**src/rtl/riscv_pkg.sv**
```systemverilog
// Shared RV32I pipeline definitions used by the MEM stage.
//   XLEN        datapath width
//   RES_MEM     ResultSrc encoding that selects load data in WB
//   mem_state_e MEM-stage data-memory access FSM states
//   ex_mem_s    contents of the EX/MEM pipeline register
//   is_mem_op   true when the M-stage instruction touches data memory
package riscv_pkg;

  localparam int XLEN = 32;

  localparam logic [1:0] RES_MEM = 2'b01;

  typedef enum logic [1:0] {
    MS_IDLE,
    MS_WAIT,
    MS_DONE
  } mem_state_e;

  typedef struct packed {
    logic            RegWrite;
    logic            MemWrite;
    logic [1:0]      ResultSrc;
    logic [4:0]      Rd;
    logic [XLEN-1:0] ALUResult;
    logic [XLEN-1:0] WriteData;
    logic [XLEN-1:0] PCPlus4;
  } ex_mem_s;

  // Loads are recognised by their write-back source; there is no separate MemRead.
  function automatic logic is_mem_op(ex_mem_s m);
    return m.MemWrite | (m.ResultSrc == RES_MEM);
  endfunction

endpackage

```
**src/rtl/ex_mem_reg.sv**
```systemverilog
// EX/MEM pipeline register.
//   clk, rst_n  clock and asynchronous active-low reset (reset = bubble)
//   en          capture d on the rising edge; hold otherwise
//   d           EX-stage bundle
//   q           M-stage bundle
module ex_mem_reg
  import riscv_pkg::*;
(
  input  logic    clk,
  input  logic    rst_n,
  input  logic    en,
  input  ex_mem_s d,
  output ex_mem_s q
);

  // NOTE: state is written with non-blocking assignments so every flop samples
  // pre-edge values regardless of the order the simulator evaluates blocks.
  always_ff @(posedge clk or negedge rst_n) begin
    if (!rst_n) begin
      q <= '0;
    end else if (en) begin
      q <= d;
    end
  end

endmodule

```
**src/rtl/memory_stage.sv**
```systemverilog
// MEM stage of the 5-stage RV32I pipeline.
//   Holds the EX/MEM register, drives a valid/ready data-memory request port
//   for lw/sw, stalls the pipeline while an access is outstanding, and
//   presents the M-stage bundle to WB and the forwarding/hazard logic.
// Ports
//   clk, rst_n                 clock, asynchronous active-low reset
//   *E                         EX-stage control and data
//   dmem_req_*                 request channel (valid/ready handshake)
//   dmem_rvalid, dmem_rdata    load response (single-cycle pulse)
//   StallM                     hold F/D/E and EX/MEM
//   *M                         M-stage bundle to WB / forwarding
//   MisalignM, TimeoutM        sticky error flags
module memory_stage #(
  parameter int XLEN    = riscv_pkg::XLEN,
  parameter int TIMEOUT = 64
) (
  input  logic            clk,
  input  logic            rst_n,
  input  logic            RegWriteE,
  input  logic            MemWriteE,
  input  logic [1:0]      ResultSrcE,
  input  logic [4:0]      RdE,
  input  logic [XLEN-1:0] ALUResultE,
  input  logic [XLEN-1:0] WriteDataE,
  input  logic [XLEN-1:0] PCPlus4E,
  output logic            dmem_req_valid,
  input  logic            dmem_req_ready,
  output logic            dmem_req_we,
  output logic [XLEN-1:0] dmem_req_addr,
  output logic [XLEN-1:0] dmem_req_wdata,
  input  logic            dmem_rvalid,
  input  logic [XLEN-1:0] dmem_rdata,
  output logic            StallM,
  output logic            RegWriteM,
  output logic [1:0]      ResultSrcM,
  output logic [4:0]      RdM,
  output logic [XLEN-1:0] ALUResultM,
  output logic [XLEN-1:0] ReadDataM,
  output logic [XLEN-1:0] PCPlus4M,
  output logic            MisalignM,
  output logic            TimeoutM
);

  import riscv_pkg::*;

  localparam int CW = $clog2(TIMEOUT);

  ex_mem_s         ex_bundle;
  ex_mem_s         m;
  mem_state_e      state_q, state_d;
  logic [CW-1:0]   cnt_q;
  logic [XLEN-1:0] hold_q;
  logic            mem_op;
  logic            stall;
  logic            req_valid;
  logic            timed_out;

  assign ex_bundle = '{
    RegWrite:  RegWriteE,
    MemWrite:  MemWriteE,
    ResultSrc: ResultSrcE,
    Rd:        RdE,
    ALUResult: ALUResultE,
    WriteData: WriteDataE,
    PCPlus4:   PCPlus4E
  };

  ex_mem_reg u_ex_mem_reg (
    .clk   (clk),
    .rst_n (rst_n),
    .en    (~stall),
    .d     (ex_bundle),
    .q     (m)
  );

  assign mem_op = is_mem_op(m);

  // Last permitted WAIT cycle with no response yet.
  assign timed_out = (cnt_q == CW'(TIMEOUT - 1));

  // Stall depends only on FSM state, the M-stage opcode and req_ready; the
  // load response is registered into DONE first, so rvalid never reaches StallM.
  // NOTE: every signal assigned here gets a default before the case so no
  // path leaves it unassigned, which would otherwise infer a latch.
  always_comb begin
    stall     = 1'b0;
    req_valid = 1'b0;
    state_d   = state_q;
    unique case (state_q)
      MS_IDLE: begin
        if (mem_op) begin
          req_valid = 1'b1;
          if (m.MemWrite) begin
            // An accepted store completes in the request cycle.
            stall = ~dmem_req_ready;
          end else begin
            stall = 1'b1;
            if (dmem_req_ready) state_d = MS_WAIT;
          end
        end
      end
      MS_WAIT: begin
        stall = 1'b1;
        if (dmem_rvalid || timed_out) state_d = MS_DONE;
      end
      MS_DONE: state_d = MS_IDLE;
      default: state_d = MS_IDLE;
    endcase
  end

  always_ff @(posedge clk or negedge rst_n) begin
    if (!rst_n) begin
      state_q   <= MS_IDLE;
      cnt_q     <= '0;
      hold_q    <= '0;
      MisalignM <= 1'b0;
      TimeoutM  <= 1'b0;
    end else begin
      state_q <= state_d;
      // The counter only runs in WAIT, so it is zero on every WAIT entry.
      if (state_q == MS_WAIT) cnt_q <= cnt_q + CW'(1);
      else                    cnt_q <= '0;
      if (state_q == MS_WAIT) begin
        if (dmem_rvalid) begin
          hold_q <= dmem_rdata;
        end else if (timed_out) begin
          hold_q   <= '0;
          TimeoutM <= 1'b1;
        end
      end
      if (state_q == MS_IDLE && mem_op && (m.ALUResult[1:0] != 2'b00)) begin
        MisalignM <= 1'b1;
      end
    end
  end

  assign StallM         = stall;
  assign dmem_req_valid = req_valid;
  assign dmem_req_we    = m.MemWrite;
  assign dmem_req_addr  = {m.ALUResult[XLEN-1:2], 2'b00};
  assign dmem_req_wdata = m.WriteData;

  // Write-back is suppressed until the access has finished.
  assign RegWriteM  = m.RegWrite & ~stall;
  assign ResultSrcM = m.ResultSrc;
  assign RdM        = m.Rd;
  assign ALUResultM = m.ALUResult;
  assign PCPlus4M   = m.PCPlus4;
  assign ReadDataM  = hold_q;

endmodule

```
**config.mk**
```make
export PLATFORM = sky130hd
export DESIGN_NAME = memory_stage
export DESIGN_NICKNAME = d
export VERILOG_FILES = /design/src/rtl/riscv_pkg.sv /design/src/rtl/ex_mem_reg.sv /design/src/rtl/memory_stage.sv
export SDC_FILE = /design/constraint.sdc
export NUM_CORES = 1
export LEC_CHECK = 0
export ABC_AREA = 1
export ABC_CLOCK_PERIOD_IN_PS = 2600
export CORE_ASPECT_RATIO = 2
export CORE_UTILIZATION = 40
export DETAILED_ROUTE_END_ITERATION = 6
export GPL_TIMING_DRIVEN = 0
export HOLD_SLACK_MARGIN = 0.05
export PLACE_DENSITY = 0.77
export SYNTH_ARGS = -nofsm -noshare
export SYNTH_HDL_FRONTEND = slang
export SYNTH_SLANG_ARGS = --single-unit
```
**constraint.sdc**
```tcl
create_clock -name clk -period 2.6 [get_ports clk]
set_input_delay 0.52 -clock clk [delete_from_list [all_inputs] [get_ports clk]]
set_output_delay 0.52 -clock clk [all_outputs]
set_load 0.02 [all_outputs]
```
* Yosys cells after proc, flatten, opt, wreduce, memory -nomap -nowiden
Cells that the tools add are included.
** Word-level totals
- Register bits :: 147
- Bits in latches :: 0
- RAM bits :: 0
- Bits in read-only memories :: 0
- Input bits :: 141
- Logic and storage cells :: 47
- Memories kept :: 0
** Cells by class
- Add/subtract/negate cells :: 1
- $mul :: 0
- Divide/modulo/power cells :: 0
- Magnitude comparators :: 0
- Equality and inequality tests :: 7
- Shifts and indexed selects :: 0
- Muxes and demuxes :: 13
- Bitwise logic cells :: 5
- Reduce and logical (&&, ||, !) cells :: 9
** Operators by type and width (number)
- $mux 32 :: 2
- $mux 2 :: 4
- $ne 2x2->1 const B :: 4
- $add 6x1->6 const B :: 1
- $eq 6x6->1 const B :: 1
- $mux 6 :: 1
- $eq 2x1->1 const B :: 2
- $mux 1 :: 4
- $pmux 2 s2 :: 1
- $reduce_and 4->1 :: 1
- $reduce_bool 2->1 :: 2
- $not 1->1 :: 3
- $reduce_and 3->1 :: 1
- $logic_and 1x1->1 :: 2
- $logic_not 2->1 :: 1
- $pmux 1 s2 :: 1
- $reduce_and 2->1 :: 1
- $and 1x1->1 :: 1
- $logic_or 1x1->1 :: 1
- $or 1x1->1 :: 1

* Logic depth before layout (Yosys ltp)
- Depth in word-level cells :: 6
- Mapped depth :: 9
- Depth with buffers taken out :: 7

* Cells and area by module
Synthesis repeated with hierarchy kept, for this count alone.
** Unflattened totals
- Cell total of the unflattened synthesis :: 681
- Area total of the unflattened synthesis :: 6149.6 um^2
** Modules (own cells, without submodules)
- ex_mem_reg :: times used 1, cells each 444, area an instance 3978.8 um^2
- memory_stage :: times used 1, cells each 237, area an instance 2170.8 um^2

* Worst setup path before layout
No wires, ideal clock.
- Kind :: reg-to-output
- Start :: register u_ex_mem_reg.q[103] (netlist bit)
- End :: output port RegWriteM
- Arrival time :: 1309 ps
- Setup slack :: 771 ps
- Cell stages (with the launch flop) :: 7
- Buffers on the path :: 1
- Path through :: dfrtp_1 inv_2 nand2_1 nand2_2 nand2_4 buf_2 nor2_1
** Between the ends
- Word-level cells in the longest chain between the ends :: 5
- Elaborated cells between the ends (all ways) :: 6
** RTL lines
- start: declaration :: RTL line ex_mem_reg.sv:13 : output ex_mem_s q
- start signal: assignment :: RTL line ex_mem_reg.sv:20 : q <= '0;
- start signal: assignment :: RTL line ex_mem_reg.sv:22 : q <= d;
- $mux 1 / $or 1x1->1 (equally long branches) :: RTL line memory_stage.sv:93, riscv_pkg.sv:31
- $mux 1 * :: RTL line memory_stage.sv:91 : if (mem_op) begin
- $pmux 1 s2 * :: RTL line memory_stage.sv:89 : unique case (state_q)
- named net StallM :: RTL line memory_stage.sv:33 : output logic StallM,
- $not 1->1 * :: RTL line memory_stage.sv:144 : assign RegWriteM = m.RegWrite & ~stall;
- $and 1x1->1 * :: RTL line memory_stage.sv:144
- end: declaration :: RTL line memory_stage.sv:34 : output logic RegWriteM,
Mark *: on every way through the listed nets, which the timed path passes. The rest lies on a longest branch.

* Worst setup path after layout
- Start :: input port dmem_req_ready
- End :: output port RegWriteM
** Between the ends
- Word-level cells in the longest chain between the ends :: 6
** RTL lines
- start: declaration :: RTL line memory_stage.sv:27 : input logic dmem_req_ready,
- $not 1->1 :: RTL line memory_stage.sv:95 : stall = ~dmem_req_ready;
- $mux 1 :: RTL line memory_stage.sv:93 : if (m.MemWrite) begin
- $mux 1 :: RTL line memory_stage.sv:91
- $pmux 1 s2 :: RTL line memory_stage.sv:89
- $not 1->1 :: RTL line memory_stage.sv:144
- $and 1x1->1 :: RTL line memory_stage.sv:144
Every way passes these cells.

==> summary.md <==
| Metric | Value |
|---|---|
| Status | finished, final reports clean |
| Drt pass-1 iters | 6 |
| Crit-path max FO | 17 |
| Top-count cell post-synth | nand2_1 |
| Syn-to-layout area delta | 57.1% |
| Avg Synthesized Cell Area | 8.76 sq um |
| Setup ws final | 0.115 ns |
| Final setup viols | 0 |
| Global-route wire length before repair | 31,000 microns |
| Vias/cell | 4.55 |
| Synth area leaders | dfrtp_1, nand2_1, buf_4, nand3_1, buf_2 |
| IO Pins | 314 |
| Yosys cell types | 19 |
| Total GRT Usage | 23.4% |
| Pwr dens | 1450 nW/um^2 |
| Hold Vio Cnt, Final | 0 |
| Worst-skew pair later-pin latency | 0.42 ns |
| Worst hold path class | primary input to async pin |
| CTS tree | built |
| DR DRC count | 0 |
| Sequential fraction of the synthesis area | 53.7% |
| Initial antenna violation count | 0 |
| Root Buffer | clkbuf_16 |
| Final Total Pwr | 15.6 mW |
| Fin area | 10,800 sq um |
| First-iteration detailed-routing DRC count | 171 |
| Bufs and invs on worst path | 2 |
| Clk slew on worst S/H paths | 0.06 ns |
| Placed Area | 10,300 sq um |
| Worst slack, placed | -0.350 ns |
| Slowest CP cell | clkdlybuf4s50_1 |
| FF+latch count, synth | 147 |
| Via count | 6,060 |
| FF+latch area | 3680 sq um |
| Slew Limit Headroom | 59.0% |
| RePlAce Congestion | 0.847 |
| Max VDD drop | 0.750 mV |
| Setup TNS | 0 ns |
| CP Cell Sequence | clkdlybuf4s50_1, a21oi_1, nand2_2, nand2_4, nor2_1, dlygate4sd2_1 |
| Final worst-path cycle share | 95.6% |
| Minimum clock period | 2.48 ns |
| Final HPWL from detailed placement | 15,100 microns |
| Worst Tran Pin Value | 0.615 ns |
| Setup crit start kind | primary input |
| Port buffer count | 311 |
| Fin cells | 1,332 |
| Chip height | 187 microns |
| Yosys warning total | 0 |
| Max-cap viol count | 0 |
| Antenna-violating nets left | 0 |
| GR Overflow Total | 0 |
| Critical setup path kind | primary input to output pin |
| Post-CTS sizing | 3 |
| Initial Utilization | 40.9% |
| Max-slew violations | 0 |
| Commonest cells post-synth | nand2_1, dfrtp_1, buf_4, nand3_1, buf_2 |
| Ys async rst share | 100% |
| FF-to-FF End | u_ex_mem_reg.q[38] |
| Cell area after synthesis | 6850 sq um |
| DR top layer | met4 |
| Share of layout cells above drive strength 1 | 18.8% |
| Metal1 wirelength | 7040 microns |
| Number of H-tree levels | 4 |
| Clock Sink Count | 147 |
| Area of the core | 16,800 sq um |
| Final Core Density | 64.2% |
| Pin count of the biggest net entering global routing | 84 |
| Met2 routed WL | 10,700 microns |
| Hold Buf Count CTS | 0 |
| Multi-input gate area | 1870 sq um |
| Die area | 17,700 sq um |
| FP Rows | 67 |
| Worst Path Required | 2.08 ns |
| Worst hold slack | 0.0863 ns |
| Critical path's top delay family | buffers and inverters |
| Number of global-route vias before repair | 6,047 |
| Worst r2r src | u_ex_mem_reg.q[103] |
| Cts bufs inserted | 17 |
| Total Routed Length | 19,800 microns |
| Layout Skew | 0.00816 ns |
| Cells after synthesis | 782 |
| Main synth FF type | dfrtp_1 |
| Peak Freq | 0.402 GHz |
| Crit path largest cell delay | 0.43 ns |
| Overall die width | 94.6 microns |
| Critical Path AT | 1.96 ns |
| Reg2reg path depth | 7 |
| Leakage | 5.39 nW |
| Post-Place Cells | 1,302 |
| Wire per inst | 14.8 microns |
| Flop2flop setup slack | 0.99 ns |
| Max Root-Sink Buffers | 2 |
| Number of synthesized flops with an enable pin | 0 |
| Met3 Wirelength | 988 microns |
| Yosys top cell area share | 53.7% |
| Antenna diodes | 0 |
| CP endpoint kind | output pin |
| Postcts setup bufs | 0 |
| RSZ-0062 raised after global routing | no |
| Post-layout nets | 1,255 |
| Synth area leader | dfrtp_1 |
| # fillers | 1,404 |
cell families (layout without fill, tap and decap cells):
group                    Yosys count  after routing  synth area share, %
other                              1              2               0.0547
AND/OR/NAND/NOR                  436            436                 26.1
flip-flops                       147            147                 53.7
XOR/XNOR                           1              1                0.128
adder cells (fa/ha/maj)            1              1                0.183
AO/OA/AOI/OAI                     10             10                0.803
buffers and inverters            186            528                 19.0
power breakdown:
| part | internal (mW) | switching [mW] |
|---|---|---|
| combinational | 4.60 | 4.76 |
| clock | 1.20 | 0.962 |
| sequential | 3.41 | 0.656 |
metal layers:
metal / up-vias / global-route usage [%]
li1: 2970 / -
met1: 2827 / 24.7
met2: 210 / 41.5
met3: 53 / 4.88
met4: 0 / 13.6
met5: - / 0
placed cells by master (no fill, tap or decap):
| master | n |
|---|---|
| a21oi_1 | 5 |
| buf_16 | 1 |
| buf_2 | 24 |
| buf_4 | 143 |
| buf_6 | 6 |
| clkbuf_1 | 2 |
| clkbuf_16 | 17 |
| clkdlybuf4s50_1 | 307 |
| clkinv_2 | 6 |
| clkinv_4 | 3 |
| clkinvlp_4 | 5 |
| conb_1 | 2 |
| dfrtp_1 | 147 |
| dlygate4sd2_1 | 3 |
| ha_1 | 1 |
| inv_1 | 10 |
| inv_2 | 1 |
| nand2_1 | 314 |
| nand2_2 | 2 |
| nand2_4 | 1 |
| nand3_1 | 109 |
| nor2_1 | 8 |
| o21ai_0 | 3 |
| o21bai_1 | 2 |
| or2_2 | 2 |
| xor2_1 | 1 |
layout make-up:
class,count,share of cell area [%]
flip-flops and latches,147,34.2
repair buffers,312,29.1
multi-input cells,450,17.4
plain buffers,174,11.7
clock buffers,17,3.95
well taps,207,2.41
clock inverters,14,0.871
inverters,11,0.383
worst register-to-register path, cell delays in order (launching register included):
cell	delay [ns]
dfrtp_1	0.43
a21oi_1	0.23
nand2_2	0.18
nand2_4	0.24
buf_6	0.19
buf_6	0.15
nand2_1	0.07
nand2_1	0.06
registers in the layout (all words and copies together), names as in the netlist:
register,count
state_q,2
TimeoutM,1
cnt_q,6
MisalignM,1
u_ex_mem_reg.q,105
ReadDataM,32
worst max-delay path by stage:
stage	end	startpoint	slack (ns)	depth (start not counted)
after CTS	RegWriteM	dmem_req_ready	0.08	6
after global routing	RegWriteM	dmem_req_ready	0.005	6
final	RegWriteM	dmem_req_ready	0.12	6
after floorplan	RegWriteM	u_ex_mem_reg.q[103]	0.77	6
after detailed placement	StallM	dmem_req_ready	-0.35	6
after global placement	u_ex_mem_reg.q[48]	rst_n	-5.04	1
No activity file was read; power rests on OpenSTA's default activity.
